File: config.mk
export PLATFORM = sky130hd
export DESIGN_NAME = lut_table_loader
export DESIGN_NICKNAME = d
export VERILOG_FILES = /design/src/rtl/lut_table_loader.sv
export SDC_FILE = /design/constraint.sdc
export NUM_CORES = 1
export LEC_CHECK = 0
export CORE_MARGIN = 3
export CORE_UTILIZATION = 45
export CTS_CLUSTER_SIZE = 8
export DETAILED_ROUTE_END_ITERATION = 8
export GPL_TIMING_DRIVEN = 0
export HOLD_SLACK_MARGIN = 0.06
export PLACE_DENSITY_LB_ADDON = 0.2
export RECOVER_POWER = 50
export SYNTH_ARGS = -nofsm -noshare
export SYNTH_HDL_FRONTEND = slang
export SYNTH_SLANG_ARGS = --single-unit
export TNS_END_PERCENT = 30
File: constraint.sdc
create_clock -name clk -period 1.7 [get_ports clk]
set_clock_uncertainty 0.05 [all_clocks]
set_input_delay 0.34 -clock clk [delete_from_list [all_inputs] [get_ports clk]]
set_output_delay 0.34 -clock clk [all_outputs]
set_load 0.05 [all_outputs]
File: src/rtl/lut_table_loader.sv
// Runtime-programmable LUT neuron: streams a truth table into a shadow copy,
// commits it atomically to the active table, and serves registered lookups.
module lut_table_loader #(
  parameter int IN_BITS  = 4,
  parameter int OUT_BITS = 2
) (
  input  logic                clk,
  input  logic                rst,
  input  logic                cfg_valid,
  output logic                cfg_ready,
  input  logic [OUT_BITS-1:0] cfg_data,
  input  logic                cfg_last,
  output logic                cfg_done,
  output logic                cfg_err,
  output logic                loaded,
  input  logic                lut_valid_in,
  input  logic [IN_BITS-1:0]  lut_in,
  output logic                lut_valid_out,
  output logic [OUT_BITS-1:0] lut_out
);
  localparam int DEPTH = 1 << IN_BITS;
  localparam int CW    = IN_BITS + 1;
  localparam logic [CW-1:0] LAST_IDX = CW'(DEPTH - 1);

  typedef enum logic [1:0] {S_IDLE, S_LOAD, S_DRAIN, S_COMMIT} state_t;

  state_t                         r_state, w_state_nxt;
  logic [CW-1:0]                  r_cnt, w_cnt_nxt;
  logic [DEPTH-1:0][OUT_BITS-1:0] r_shadow, r_active;
  logic                           w_accept, w_wr, w_err_nxt, w_commit;
  logic                           r_done, r_err, r_loaded, r_lut_vld;
  logic [OUT_BITS-1:0]            r_lut_out;

  assign cfg_ready = !rst && (r_state != S_COMMIT);
  assign w_accept  = cfg_valid && cfg_ready;

  always_ff @(posedge clk) begin
    if (rst) begin
      r_state <= S_IDLE;
      r_cnt   <= '0;
    end else begin
      r_state <= w_state_nxt;
      r_cnt   <= w_cnt_nxt;
    end
  end

  always_comb begin
    w_state_nxt = r_state;
    w_cnt_nxt   = r_cnt;
    w_wr        = 1'b0;
    w_err_nxt   = 1'b0;
    w_commit    = 1'b0;
    case (r_state)
      S_IDLE: begin
        if (w_accept) begin
          w_wr = 1'b1;
          if (cfg_last) begin
            // a one-beat table is always malformed; cnt stays 0 so IDLE always writes entry 0
            w_err_nxt = 1'b1;
            w_cnt_nxt = '0;
          end else begin
            w_cnt_nxt   = CW'(1);
            w_state_nxt = S_LOAD;
          end
        end
      end
      S_LOAD: begin
        if (w_accept) begin
          w_wr      = 1'b1;
          w_cnt_nxt = r_cnt + CW'(1);
          if (cfg_last) begin
            if (r_cnt == LAST_IDX) begin
              w_state_nxt = S_COMMIT;
            end else begin
              w_err_nxt   = 1'b1;
              w_cnt_nxt   = '0;
              w_state_nxt = S_IDLE;
            end
          end else if (r_cnt == LAST_IDX) begin
            w_err_nxt   = 1'b1;
            w_state_nxt = S_DRAIN;
          end
        end
      end
      S_DRAIN: begin
        if (w_accept && cfg_last) begin
          w_cnt_nxt   = '0;
          w_state_nxt = S_IDLE;
        end
      end
      S_COMMIT: begin
        w_commit    = 1'b1;
        w_cnt_nxt   = '0;
        w_state_nxt = S_IDLE;
      end
      default: w_state_nxt = S_IDLE;
    endcase
  end

  // Lookups read the pre-edge active table, so a COMMIT-cycle lookup sees the old entry.
  always_ff @(posedge clk) begin
    if (rst) begin
      r_shadow  <= '0;
      r_active  <= '0;
      r_done    <= 1'b0;
      r_err     <= 1'b0;
      r_loaded  <= 1'b0;
      r_lut_vld <= 1'b0;
      r_lut_out <= '0;
    end else begin
      if (w_wr) r_shadow[r_cnt[IN_BITS-1:0]] <= cfg_data;
      if (w_commit) begin
        r_active <= r_shadow;
        r_loaded <= 1'b1;
      end
      r_done    <= w_commit;
      r_err     <= w_err_nxt;
      r_lut_vld <= lut_valid_in;
      if (lut_valid_in) r_lut_out <= r_active[lut_in];
    end
  end

  assign cfg_done      = r_done;
  assign cfg_err       = r_err;
  assign loaded        = r_loaded;
  assign lut_valid_out = r_lut_vld;
  assign lut_out       = r_lut_out;
endmodule

==> metrics.txt, run 1 <==
outcome finished, violations left; failing checks negative setup slack; min cycle time layout 1.71 ns; Placed Instances 454; PortBufs 14; Initial Util between 40 and 50%; hold crit path type input pin to flip-flop; Crit-path slowest cell dfxtp_1; buffer depth of the longest clock path 2; final hold vios 0; layout cells sized above 1 18.0%; Final Instance Count excl. Fillers between 400 and 500; met2 usage between 20% and 30%; Syn Nets about 360; Synth cell types 36; CP max stage delay 0.32 ns; design area 0.00384 mm²; H-tree levels 3; area of the core 0.00687 mm²; hold path depth 3; most frequent CP cell buf_8; Routed WL between 7 and 8 mm; DRT iter0 DRCs between 150 and 200; Clk pwr share about two fifths; Pwr per Cell Area 874 mW/mm²; post-DR vias/cell between 5 and 6; Final #Nets slightly below 400; 1st-pass router iterations 4; Die W between 90 and 100 µm; Crit. End Element output port; Final period util 100%; Num CTS Buffers 9; max-cap viol count 0; sequential area share after synthesis 47.9%; Syn Inst Count 344; gpl congestion slightly above 0.8; hold buffers post-CTS 0; #FFs+latches synth between 70 and 80; DRC 0; Sw Share about 25%; Power Internal between 2 and 3 mW; Die ar. around 0.0082 mm²; DP Area 0.00348 mm²; Slew HR ~66%; critical path class flip-flop to output port; Final HPWL DP 5.23 mm; Slew @ Worst Pin about 0.51 ns; I/O pin total 18; worst hold slack 0.315 ns; R2R cell count 9; crit-path max FO 10; met1 Usage GRT about a quarter; initial antenna violation count 0; mapped cell area about 0.0032 mm²; CP startpoint kind flip-flop; peak supply drop around 340 µV; root buf cell clkbuf_8; largest net degree at the start of global routing 14; Rows 30; Synth Area per Inst around 9.4 µm²; Combinational Power Share between 7 and 8%; Setup WS post-layout -0.00523 ns; final antenna-violating net count 0; most frequent cells in the layout dfxtp_1 (74), nand2_1 (43), nand3_1 (33); FMAX 586 MHz; power share of the sequential group between 50% and 60%; GR Util met3 4.00%; vias in the first global route roughly 2400; commonest non-fill, non-tap cell in the layout dfxtp_1; leakage ~1.5 nW; area grow syn2layout 19.4%; critical path arrival about 1.3 ns; Worst-Skew Late Latency between 0.3 and 0.4 ns; Total Routing Usage GR about a fifth; total power about 3.4 mW; CP Cell Sequence buf_4, a21oi_4, buf_8, buf_8; Net Sw Power 0.841 mW; total number of vias ~2600; CTS tree yes; first-pass GRT wire length approximately 12 mm; RSZ-0062 raised after global routing yes; Ys Warns 0; chip height between 90 and 100 µm; clock slew at reported path FFs roughly 0.080 ns; Avg WL per Cell approximately 16 µm; n_diodes 0; Clock Sinks a little under 80; Final Max Tran Viols 0; Worst Path Required about 1.3 ns; busiest grt layer met2; Setup Viol. Count Final 1; GRT Residual Overflow 0
-- cell usage after synthesis --
cell / instances / area, µm²
dfxtp_1: 77 / 1540
nand4_1: 2 / 12.5
nor3b_1: 1 / 7.51
nand2b_1: 1 / 6.26
nor3_1: 1 / 5.00
a21oi_2: 1 / 8.76
and3_2: 1 / 7.51
and2b_1: 1 / 7.51
a31oi_1: 1 / 6.26
buf_4: 6 / 45.0
a211oi_1: 2 / 15.0
a22o_1: 32 / 280
and3_1: 2 / 12.5
buf_6: 1 / 11.3
nand3b_1: 1 / 7.51
a22oi_1: 5 / 37.5
nor2_1: 17 / 63.8
nand2_1: 43 / 161
o21ai_0: 4 / 20.0
or3b_1: 1 / 8.76
and2_1: 1 / 6.26
ha_1: 8 / 100
or3b_2: 1 / 8.76
nor2b_1: 5 / 31.3
nand3_1: 33 / 165
and4bb_2: 4 / 50.1
a21boi_2: 1 / 11.3
and3_4: 2 / 22.5
buf_1: 2 / 7.51
clkbuf_1: 8 / 30.0
or3_1: 2 / 12.5
nor4_1: 1 / 6.26
inv_1: 9 / 33.8
buf_2: 10 / 50.1
mux2i_1: 26 / 260
a21oi_1: 31 / 155
-- per-layer routing --
layer | up-vias | share of wire (%)
met2 | 46 | 45
met1 | 1200 | 49
met4 | 0 | 2.3
met3 | 16 | 3.6
met5 | - | 0
li1 | 1292 | -
-- state kept, by name, summed over array words and instances, names as in the netlist --
| register | count |
|---|---|
| lut_out | 2 |
| r_shadow | 32 |
| lut_valid_out | 1 |
| cfg_err | 1 |
| cfg_done | 1 |
| loaded | 1 |
| r_cnt | 5 |
| r_active | 32 |
| r_state | 2 |
-- logic make-up after synthesis --
| family | count (synthesis) | share of synthesized area [%] |
|---|---|---|
| AO/OA/AOI/OAI | 77 | 16.6 |
| adder cells (fa/ha/maj) | 8 | 3.11 |
| buffers and inverters | 36 | 5.52 |
| flip-flops | 77 | 47.9 |
| multiplexers | 26 | 8.09 |
| AND/OR/NAND/NOR | 120 | 18.7 |
-- layout make-up --
| type | instances | area (µm²) |
|---|---|---|
| timing repair buffer | 24 | 213 |
| sequential | 77 | 1550 |
| tap | 96 | 120 |
| multi-input combinational | 231 | 1570 |
| inverter | 9 | 36.3 |
| fill | 624 | 3030 |
| clock inverter | 5 | 33.8 |
| clock buffer | 11 | 151 |
| buffer | 27 | 168 |
-- power groups by stage --
stage / clock, mW / sequential [mW] / combinational (mW)
global route: 1.40 / 1.82 / 0.266
global placement: 0 / 1.86 / 0.218
detailed placement: 0 / 1.87 / 0.220
floorplan: 0 / 1.88 / 0.124
CTS: 1.32 / 1.82 / 0.230
finish: 1.29 / 1.82 / 0.248
-- path summary, 6_finish.rpt --
kind | startpoint | to | slack (ns)
setup reg to reg | r_cnt[0] | r_state[1] | 0
setup / recovery | r_state[1] | cfg_ready | -0.005
hold reg to reg | loaded | loaded | 0.41
hold / removal | cfg_data[0] | r_shadow[2] | 0.31
-- through the flow --
stage                     worst slack (ns)  util, %  setup TNS (ns)
after floorplan                     0.0681        -               0
after detailed placement             -1.10     50.6          -26.35
final                             -0.00523     55.9        -0.00523
after global routing                -0.106     55.9          -0.595
after global placement               -1.09     50.6          -25.70
after CTS                           -0.149     54.4          -0.149
-- critical path, delay by kind of cell (launching register included) --
| family | cells | cell delay, ns |
|---|---|---|
| AO/OA/AOI/OAI | 1 | 0.20 |
| buffers and inverters | 3 | 0.44 |
| flip-flops | 1 | 0.32 |
-- what timing repair did --
action | CTS | global route
setup endpoints to repair | 43 | 40
gates cloned | 0 | 1
resized for setup | 33 | 14
setup buffers | 2 | 7
pin swaps | 1 | 4
Power figures use the tool's default switching activity.
==> inputs of run 2 (changes only) <==
--- a/config.mk
+++ b/config.mk
@@ -5,14 +5,18 @@
 export SDC_FILE = /design/constraint.sdc
 export NUM_CORES = 1
 export LEC_CHECK = 0
+export CELL_PAD_IN_SITES_DETAIL_PLACEMENT = 0
+export CELL_PAD_IN_SITES_GLOBAL_PLACEMENT = 1
 export CORE_MARGIN = 3
-export CORE_UTILIZATION = 45
+export CORE_UTILIZATION = 41
 export CTS_CLUSTER_SIZE = 8
 export DETAILED_ROUTE_END_ITERATION = 8
 export GPL_TIMING_DRIVEN = 0
 export HOLD_SLACK_MARGIN = 0.06
 export PLACE_DENSITY_LB_ADDON = 0.2
 export RECOVER_POWER = 50
+export SETUP_SLACK_MARGIN = 0.3
+export SKIP_CTS_REPAIR_TIMING = 1
 export SYNTH_ARGS = -nofsm -noshare
 export SYNTH_HDL_FRONTEND = slang
 export SYNTH_SLANG_ARGS = --single-unit
==> metrics.txt, run 2 (same netlist as run 1, synthesis figures left out) <==
worst hold start cfg_data[0]; layout cells sized above 1 about 36%; n_diodes 0; leakage about 1.6 nW; initial antenna violation count 0; I/O pin total 18; area grow syn2layout 31.5%; Die W roughly 95 µm; Pwr per Cell Area ~800 mW/mm²; Clock Sinks slightly below 80; Rows 31; Num CTS Buffers 9; CP Cell Sequence buf_6, a21oi_4, buf_6, buf_8; Die ar. slightly below 0.009 mm²; Crit-path slowest cell dfxtp_2; 1st-pass router iterations 4; design area approximately 0.0042 mm²; registers with the most flip-flops r_active (32), r_shadow (32), r_cnt (5); first-pass GRT wire length around 12 mm; Initial Util ~43%; buffer depth of the longest clock path 2; max-cap viol count 0; area of the core ~0.0074 mm²; CTS tree yes; largest net degree at the start of global routing 16; RSZ-0062 raised after global routing yes; DRT iter0 DRCs approximately 110; peak supply drop around 420 µV; Avg WL per Cell 16.0 µm; Total Routing Usage GR between 10% and 20%; root buf cell clkbuf_8; GRT Residual Overflow 0; post-DR vias/cell between 5 and 6; Worst-Skew Late Latency 0.34 ns; Final period util 101%; crit-path max FO 6; Final #Nets 410; Worst Path Required 1.31 ns; Slew HR about two thirds; CP max stage delay 0.34 ns; Setup WS post-layout -0.0129 ns; critical path class flip-flop to output port; most frequent cells in the layout dfxtp_1 (72), a22o_1 (32), nand3_1 (27); FF-to-FF Start r_cnt[2]; CP startpoint kind flip-flop; final hold vios 0; hold crit path type input pin to flip-flop; FMAX slightly below 600 MHz; post-layout util 56.8%; total number of vias between 2000 and 3000; min cycle time layout between 1.5 and 2 ns; Setup Viol. Count Final 1; worst hold slack 0.334 ns; failing checks negative setup slack; chip height about 95 µm; H-tree levels 3; most frequent CP cell buf_6; Routed WL about 7.9 mm; gpl congestion about 0.84; critical path arrival between 1 and 1.5 ns; DP Area roughly 0.0035 mm²; Slew @ Worst Pin approximately 0.48 ns; final antenna-violating net count 0; outcome finished, violations left; DRC 0; clock slew at reported path FFs about 0.090 ns; Final Max Tran Viols 0; Crit. End Element output port; commonest non-fill, non-tap cell in the layout dfxtp_1; PortBufs 14; Final HPWL DP about 5.4 mm; vias in the first global route 2418; CP startpoint r_state[1]
## run 2: critical path: cells and delay by family (launching register included)
family	cells	cell delay, ns
flops	1	0.34
buf+inv	3	0.42
compound gates	1	0.23
## run 2: final timing paths
kind / to / slack [ns] / cells past startpoint
setup / recovery: cfg_ready / -0.01 / 4
hold / removal: r_shadow[2] / 0.33 / 3
setup reg to reg: r_state[1] / 0.01 / 9
hold reg to reg: loaded / 0.40 / 2
## run 2: power by group
part	internal [mW]	switching [mW]
clock	0.550	0.734
sequential	1.81	0.00913
combinational	0.111	0.164
total	2.47	0.907
## run 2: final cells by class
type	count	area [µm²]
buffer	27	196
clock buffer	9	124
clock inverter	7	60.1
fill	691	3220
inverter	9	41.3
multi-input combinational	231	1800
sequential	77	1550
tap	99	124
timing repair buffer	36	335
## run 2: routing by layer
| layer | GRT usage (%) | wire (µm) |
|---|---|---|
| met5 | 0 | 0 |
| met4 | 5.29 | 76 |
| met3 | 4.46 | 251 |
| met2 | 28.5 | 3750 |
| met1 | 23.7 | 3850 |
## run 2: per-stage QoR
| step | instances | TNS (ns) | setup slack, ns | total power, mW |
|---|---|---|---|---|
| CTS | 473 | -7.75 | -1.14 | 3.35 |
| detailed placement | 457 | -28.96 | -1.14 | 2.08 |
| global route | 495 | -0.414 | -0.0794 | 3.52 |
| finish | 495 | -0.0129 | -0.0129 | 3.38 |
| global placement | 457 | -29.01 | -1.12 | 2.08 |
| floorplan | 344 | 0 | 0.158 | 2.01 |
==> inputs of run 3 (changes only) <==
--- a/config.mk
+++ b/config.mk
@@ -5,6 +5,7 @@
 export SDC_FILE = /design/constraint.sdc
 export NUM_CORES = 1
 export LEC_CHECK = 0
+export CAP_MARGIN = 20
 export CELL_PAD_IN_SITES_DETAIL_PLACEMENT = 0
 export CELL_PAD_IN_SITES_GLOBAL_PLACEMENT = 1
 export CORE_MARGIN = 3
==> results of run 3 <==
The final DEF is identical to that of run 2; final timing and power are the same.
